<file path="config.mk">
export PLATFORM = sky130hd
export DESIGN_NAME = alu_uart_interface
export DESIGN_NICKNAME = d
export VERILOG_FILES = /design/src/rtl/alu_uart_interface_pkg.sv /design/src/rtl/alu_uart_interface_inactivity_timer.sv /design/src/rtl/alu_uart_interface.sv
export SDC_FILE = /design/constraint.sdc
export NUM_CORES = 1
export LEC_CHECK = 0
export ABC_AREA = 0
export ABC_CLOCK_PERIOD_IN_PS = 3030
export BUFFER_PORTS_ARGS = -buffer_cell sky130_fd_sc_hd__buf_2
export CORE_MARGIN = 2
export CORE_UTILIZATION = 48
export DETAILED_ROUTE_END_ITERATION = 10
export PLACE_DENSITY = 0.78
export SLEW_MARGIN = 40
export SYNTH_ARGS = -nofsm -noshare
export SYNTH_HDL_FRONTEND = slang
export SYNTH_HIERARCHICAL = 1
export SYNTH_SLANG_ARGS = --single-unit
</file>
<file path="constraint.sdc">
create_clock -name clk -period 3.03 [get_ports clk]
set_clock_uncertainty 0.2 [all_clocks]
set_input_delay 0.1515 -clock clk [delete_from_list [all_inputs] [get_ports clk]]
set_output_delay 0.1515 -clock clk [all_outputs]
set_load 0.005 [all_outputs]
</file>
<file path="src/rtl/alu_uart_interface_pkg.sv">
// Shared definitions for the ALU/UART front end: FSM state encodings and ALU opcodes.
// Latency: n/a (types and constants only).
// Backpressure: n/a.
package alu_uart_interface_pkg;

  // Controller states. WAIT_A is the only non-busy state.
  typedef enum logic [2:0] {
    ST_WAIT_A  = 3'd0,
    ST_WAIT_B  = 3'd1,
    ST_WAIT_OP = 3'd2,
    ST_CALC    = 3'd3,
    ST_SEND    = 3'd4,
    ST_WAIT_TX = 3'd5
  } state_e;

  // ALU opcode values carried in the low six bits of the opcode byte.
  localparam logic [5:0] OP_ADD = 6'b100000;
  localparam logic [5:0] OP_SUB = 6'b100010;
  localparam logic [5:0] OP_AND = 6'b100100;
  localparam logic [5:0] OP_OR  = 6'b100101;
  localparam logic [5:0] OP_XOR = 6'b100110;
  localparam logic [5:0] OP_SRA = 6'b000011;
  localparam logic [5:0] OP_SRL = 6'b000010;
  localparam logic [5:0] OP_NOR = 6'b100111;

  // True in the states where an operand sequence is partially received.
  function automatic logic is_collecting(input state_e s);
    return (s == ST_WAIT_B) || (s == ST_WAIT_OP);
  endfunction

endpackage

</file>
<file path="src/rtl/alu_uart_interface_inactivity_timer.sv">
// Inactivity timer: counts enabled cycles, flags expiry on the LIMIT-th enabled cycle.
// Latency: expired_o is combinational from the count; the count updates one cycle after clear/enable.
// Backpressure: none; clear has priority over counting.
module inactivity_timer #(
  parameter int LIMIT = 16
) (
  input  logic clk,
  input  logic rst_n,
  input  logic clear_i,
  input  logic enable_i,
  output logic expired_o
);

  localparam int CNT_W = (LIMIT > 1) ? $clog2(LIMIT) : 1;
  localparam logic [CNT_W-1:0] LAST = CNT_W'(LIMIT - 1);

  logic [CNT_W-1:0] cnt_q;
  logic [CNT_W-1:0] cnt_d;

  // Expiry only matters while the owner is actually waiting.
  assign expired_o = enable_i && (cnt_q == LAST);

  // Next count: clear wins, otherwise advance while enabled and wrap on expiry.
  always_comb begin
    cnt_d = cnt_q;
    if (clear_i) begin
      cnt_d = '0;
    end else if (enable_i) begin
      cnt_d = expired_o ? '0 : cnt_q + 1'b1;
    end
  end

  // Count register.
  always_ff @(posedge clk or negedge rst_n) begin
    if (!rst_n) begin
      cnt_q <= '0;
    end else begin
      cnt_q <= cnt_d;
    end
  end

endmodule

</file>
<file path="src/rtl/alu_uart_interface.sv">
// Collects A, B and opcode bytes from a UART receiver, drives an external ALU, sends the result back.
// Latency: o_tx_start is high in the second cycle after the edge that samples the opcode byte.
// Backpressure: bytes are ignored from CALC until i_tx_done returns the FSM to WAIT_A.
module alu_uart_interface
  import alu_uart_interface_pkg::*;
#(
  parameter int BITS_DATA      = 8,
  parameter int BITS_OP        = 6,
  parameter int TIMEOUT_CYCLES = 50_000_000
) (
  input  logic                 clk,
  input  logic                 i_reset,
  input  logic [BITS_DATA-1:0] i_rx_data,
  input  logic                 i_rx_done,
  input  logic [BITS_DATA-1:0] i_alu_result,
  input  logic                 i_tx_done,
  output logic [BITS_DATA-1:0] o_data_a,
  output logic [BITS_DATA-1:0] o_data_b,
  output logic [BITS_OP-1:0]   o_op,
  output logic [BITS_DATA-1:0] o_tx_data,
  output logic                 o_tx_start,
  output logic                 o_busy
);

  state_e state_q;
  state_e state_d;

  logic [BITS_DATA-1:0] data_a_q, data_a_d;
  logic [BITS_DATA-1:0] data_b_q, data_b_d;
  logic [BITS_OP-1:0]   op_q, op_d;
  logic [BITS_DATA-1:0] tx_data_q, tx_data_d;
  logic                 tx_start_q, tx_start_d;

  logic timer_clear;
  logic timer_en;
  logic timeout;

  // Counter runs only while a sequence is half received; any byte or new wait state restarts it.
  assign timer_en    = is_collecting(state_q);
  assign timer_clear = i_rx_done || ((state_d != state_q) && is_collecting(state_d));

  inactivity_timer #(
    .LIMIT(TIMEOUT_CYCLES)
  ) u_timer (
    .clk      (clk),
    .rst_n    (i_reset),
    .clear_i  (timer_clear),
    .enable_i (timer_en),
    .expired_o(timeout)
  );

  // State register.
  always_ff @(posedge clk or negedge i_reset) begin
    if (!i_reset) begin
      state_q <= ST_WAIT_A;
    end else begin
      state_q <= state_d;
    end
  end

  // Next state: a received byte beats a simultaneous timeout; i_tx_done only matters in WAIT_TX.
  always_comb begin
    state_d = state_q;
    case (state_q)
      ST_WAIT_A: begin
        if (i_rx_done) state_d = ST_WAIT_B;
      end
      ST_WAIT_B: begin
        if (i_rx_done)    state_d = ST_WAIT_OP;
        else if (timeout) state_d = ST_WAIT_A;
      end
      ST_WAIT_OP: begin
        if (i_rx_done)    state_d = ST_CALC;
        else if (timeout) state_d = ST_WAIT_A;
      end
      ST_CALC:    state_d = ST_SEND;
      ST_SEND:    state_d = ST_WAIT_TX;
      ST_WAIT_TX: begin
        if (i_tx_done) state_d = ST_WAIT_A;
      end
      default:    state_d = ST_WAIT_A;
    endcase
  end

  // Output/datapath next values: latch bytes in their slot, capture the ALU result in CALC.
  always_comb begin
    data_a_d   = data_a_q;
    data_b_d   = data_b_q;
    op_d       = op_q;
    tx_data_d  = tx_data_q;
    tx_start_d = 1'b0;
    case (state_q)
      ST_WAIT_A:  if (i_rx_done) data_a_d = i_rx_data;
      ST_WAIT_B:  if (i_rx_done) data_b_d = i_rx_data;
      ST_WAIT_OP: if (i_rx_done) op_d = i_rx_data[BITS_OP-1:0];
      ST_CALC: begin
        tx_data_d  = i_alu_result;
        tx_start_d = 1'b1;  // registered, so the pulse lands in SEND
      end
      default: ;
    endcase
  end

  // Datapath registers; operands persist across sequences and timeouts.
  always_ff @(posedge clk or negedge i_reset) begin
    if (!i_reset) begin
      data_a_q   <= '0;
      data_b_q   <= '0;
      op_q       <= '0;
      tx_data_q  <= '0;
      tx_start_q <= 1'b0;
    end else begin
      data_a_q   <= data_a_d;
      data_b_q   <= data_b_d;
      op_q       <= op_d;
      tx_data_q  <= tx_data_d;
      tx_start_q <= tx_start_d;
    end
  end

  assign o_data_a   = data_a_q;
  assign o_data_b   = data_b_q;
  assign o_op       = op_q;
  assign o_tx_data  = tx_data_q;
  assign o_tx_start = tx_start_q;
  assign o_busy     = (state_q != ST_WAIT_A);

endmodule

</file>
==> flow_metrics.tcl <==
set metrics [dict create \
    status "complete, no violations" \
    fmax_mhz 397 \
    fraction_of_final_layout_cells_sized_beyond_drive_strength_1_pct 34.1 \
    synthDistinctLibCells 45 \
    largest_stage_delay_on_the_critical_path_ps 490 \
    yosysTopAreaCell "sky130_fd_sc_hd__dfrtp_1" \
    io_pins 52 \
    post_drt_wl_per_cell_um 14.9 \
    synth.avg_cell_area_um2 11.6 \
    layout-area-overhead-vs-synth_pct 27.1 \
    vias_per_cell 5.42 \
    muxShareOfSynthArea_pct 12.6 \
    initial_antenna_violation_count 0 \
    cts.reportedPaths.clkPinSlew_ps 70 \
    vdd_drop_max_mv 0.485 \
    edff_count_synth 0 \
    worstPathCellList "nand2b_4, a21oi_1, nor4b_1, and4_1, nand2_1, inv_1, nor2b_1, o22ai_1, nor2b_1" \
    grt_max_degree 26 \
    unrepaired_setup_endpoints_after_global_routing "false" \
    final.min_clock_period_ps 2520 \
    start_kind "register" \
    crit_type "register to register" \
    worstPathRequired_ps 3050 \
    cts_setup_buffers 0 \
    final_hold_vios 0 \
    synth_flop_cell "sky130_fd_sc_hd__dfrtp_1" \
    fin_total_pwr_mw 2.98 \
    synthAdderAreaFrac_pct 0.873 \
    grt_use_total_pct 19.7 \
    die_height_um 81.3 \
    synth-simple-area-share_pct 22.7 \
    worst-path-max-fanout 7 \
    detailroute.via_count 2199 \
    kind_of_cell_adding_the_most_delay_to_the_critical_path "simple AND/OR/NAND/NOR gates" \
    initial_utilization_pct 49.0 \
    yosys-top-cells-area "sky130_fd_sc_hd__dfrtp_1 (52%), sky130_fd_sc_hd__mux2_2 (12%), sky130_fd_sc_hd__xor2_1 (4.3%), sky130_fd_sc_hd__nor2_1 (3.0%), sky130_fd_sc_hd__nand3_1 (2.4%)" \
    grt_first_pass_wirelength_mm 9.98 \
    hpwl_mm 4.07 \
    critPathBufInv 1 \
    worstHoldPathType "input pin to async pin" \
    post-synth-top-area-fraction_pct 52.4 \
    hold_ws_ps 78.3 \
    worst_tran_pin_value_ps 539 \
    antenna-diode-count 0 \
    cts_repair_resize_count 0 \
    slew_violations 0 \
    clk_root_buffer_cell "sky130_fd_sc_hd__clkbuf_8" \
    cts_tree "built" \
    synth.most_common_cell "sky130_fd_sc_hd__dfrtp_1" \
    critPathCaptureType "register" \
    postSynthRegisterBits 60 \
    std_cell_rows 28 \
    timing.final.crit_share_pct 83.1 \
    route.final.wire_length_mm 6.03 \
    xor_xnor_share_of_the_synthesized_area_pct 6.11 \
    yosys_warnings 6 \
    max_slew_margin_pct 63.8 \
    drtPass1Iterations 4 \
    h-tree-depth 3 \
    overflow 0 \
    cellLeakagePower_nw 1.63 \
    io_buffer_count 51 \
    max-clock-path-buffers 2 \
    crit_path_start "state_q[1]" \
    r2r-start "state_q[1]" \
    remaining_drc_errors 0 \
    postRouteAntennaNets 0 \
    final.setup.tns_ps 0 \
    pwr_density_cell_nw_per_um2 817 \
    max_cap_violations 0 \
    design.final.nets 348 \
    critical_path.slowest_cell "sky130_fd_sc_hd__dfrtp_1" \
    yosysSeqAreaShare_pct 52.4 \
    fillerInstances 454 \
    numCtsBuffers 9 \
    clkSinkCount 60 \
    dominant_combinational_cell_family_by_area_after_synthesis "simple AND/OR/NAND/NOR gates" \
    grt_pass1_vias 2244 \
    postSynth.asyncResetShare_pct 100 \
    floorplan.die.width_um 81.3 \
    cts_hold_buffers 19 \
    timing.critical_path.mode_cell "sky130_fd_sc_hd__nor2b_1" \
    dieArea_um2 6610 \
    synth_nets 269 \
    clock_latency_ps 340 \
    synth-compound-area-share_pct 3.49 \
    drtIter0Drc 116 \
    core-area_um2 5850 \
    arrival_time_of_data_at_the_critical_path_endpoint_ps 2540 \
    synth_top_cells_by_count "sky130_fd_sc_hd__dfrtp_1 (60), sky130_fd_sc_hd__mux2_2 (30), sky130_fd_sc_hd__nor2_1 (23)" \
    syn_area_um2 2870 \
    finalSetupViolations 0 \
    gp_congestion 0.926 \
    syn-instance-count 247 \
]
cell type report:
type	count	area [um^2]	share of cell area (%)
flip-flops and latches	60	1500	41.2
multi-input cells	174	1310	36.0
repair buffers	75	483	13.3
clock buffers	11	131	3.61
clock inverters	5	100	2.75
well taps	75	93.8	2.58
inverters	6	22.5	0.618
worst paths after layout:
path,to,slack [ps],cells past startpoint
setup / recovery,state_q[1],510,9
hold / removal,o_data_b[2],80,2
setup reg to reg,state_q[1],510,9
hold reg to reg,o_data_a[7],300,1
max in group asynchronous,u_timer/cnt_q[24],1880,3
min in group clk,o_data_a[7],300,1
registers in the layout, indices dropped and copies added, names as in the netlist:
register       cells
o_data_a           8
o_data_b           8
o_op               6
o_tx_data          8
o_tx_start         1
state_q            3
u_timer/cnt_q     26
per-layer routing:
metal	GRT usage, %	routed length (um)
met4	11.5	133
met3	3.89	302
met5	0	0
met2	32.5	2980
met1	23.9	2620
report_power, final:
part	switching, mW	leakage (nW)	internal (mW)
Clock	0.308	0.117	0.544
Combinational	0.402	0.747	0.512
Sequential	0.168	0.768	1.04
cells in the final DEF (no fill, tap or decap), types with 9 or more instances in the layout:
master                          count
sky130_fd_sc_hd__dfrtp_1           60
sky130_fd_sc_hd__buf_2             51
sky130_fd_sc_hd__mux2_2            30
sky130_fd_sc_hd__nor2_1            23
sky130_fd_sc_hd__dlygate4sd3_1     19
sky130_fd_sc_hd__nand3_1           14
sky130_fd_sc_hd__xor2_1            14
sky130_fd_sc_hd__nand2_1           12
sky130_fd_sc_hd__clkbuf_8           9
sky130_fd_sc_hd__nand4_1            9
cell families after synthesis:
kind of cell	Yosys count
AOI/OAI and AO/OA	16
xor gates and xnor gates	20
adders and majority gates	2
buffers and inverters	13
DFF	60
muxes	32
and+or+nand+nor	104
per-stage QoR:
stage | setup slack, ps | cell area (um^2) | utilization [%] | std cells
after floorplan | 768 | 2870 | - | 247
after global placement | 628 | 3220 | 55.1 | 371
after detailed placement | 539 | 3220 | 55.1 | 371
after CTS | 524 | 3640 | 62.3 | 406
after global routing | 376 | 3640 | 62.3 | 406
final | 511 | 3640 | 62.3 | 406
worst reg2reg max path, delay by kind of cell, from the launching register on:
kind            cells  cell delay, ps
simple gates        6            1220
buf+inv             1              90
flops               1             490
compound gates      2             390
Power figures use the tool's default switching activity.
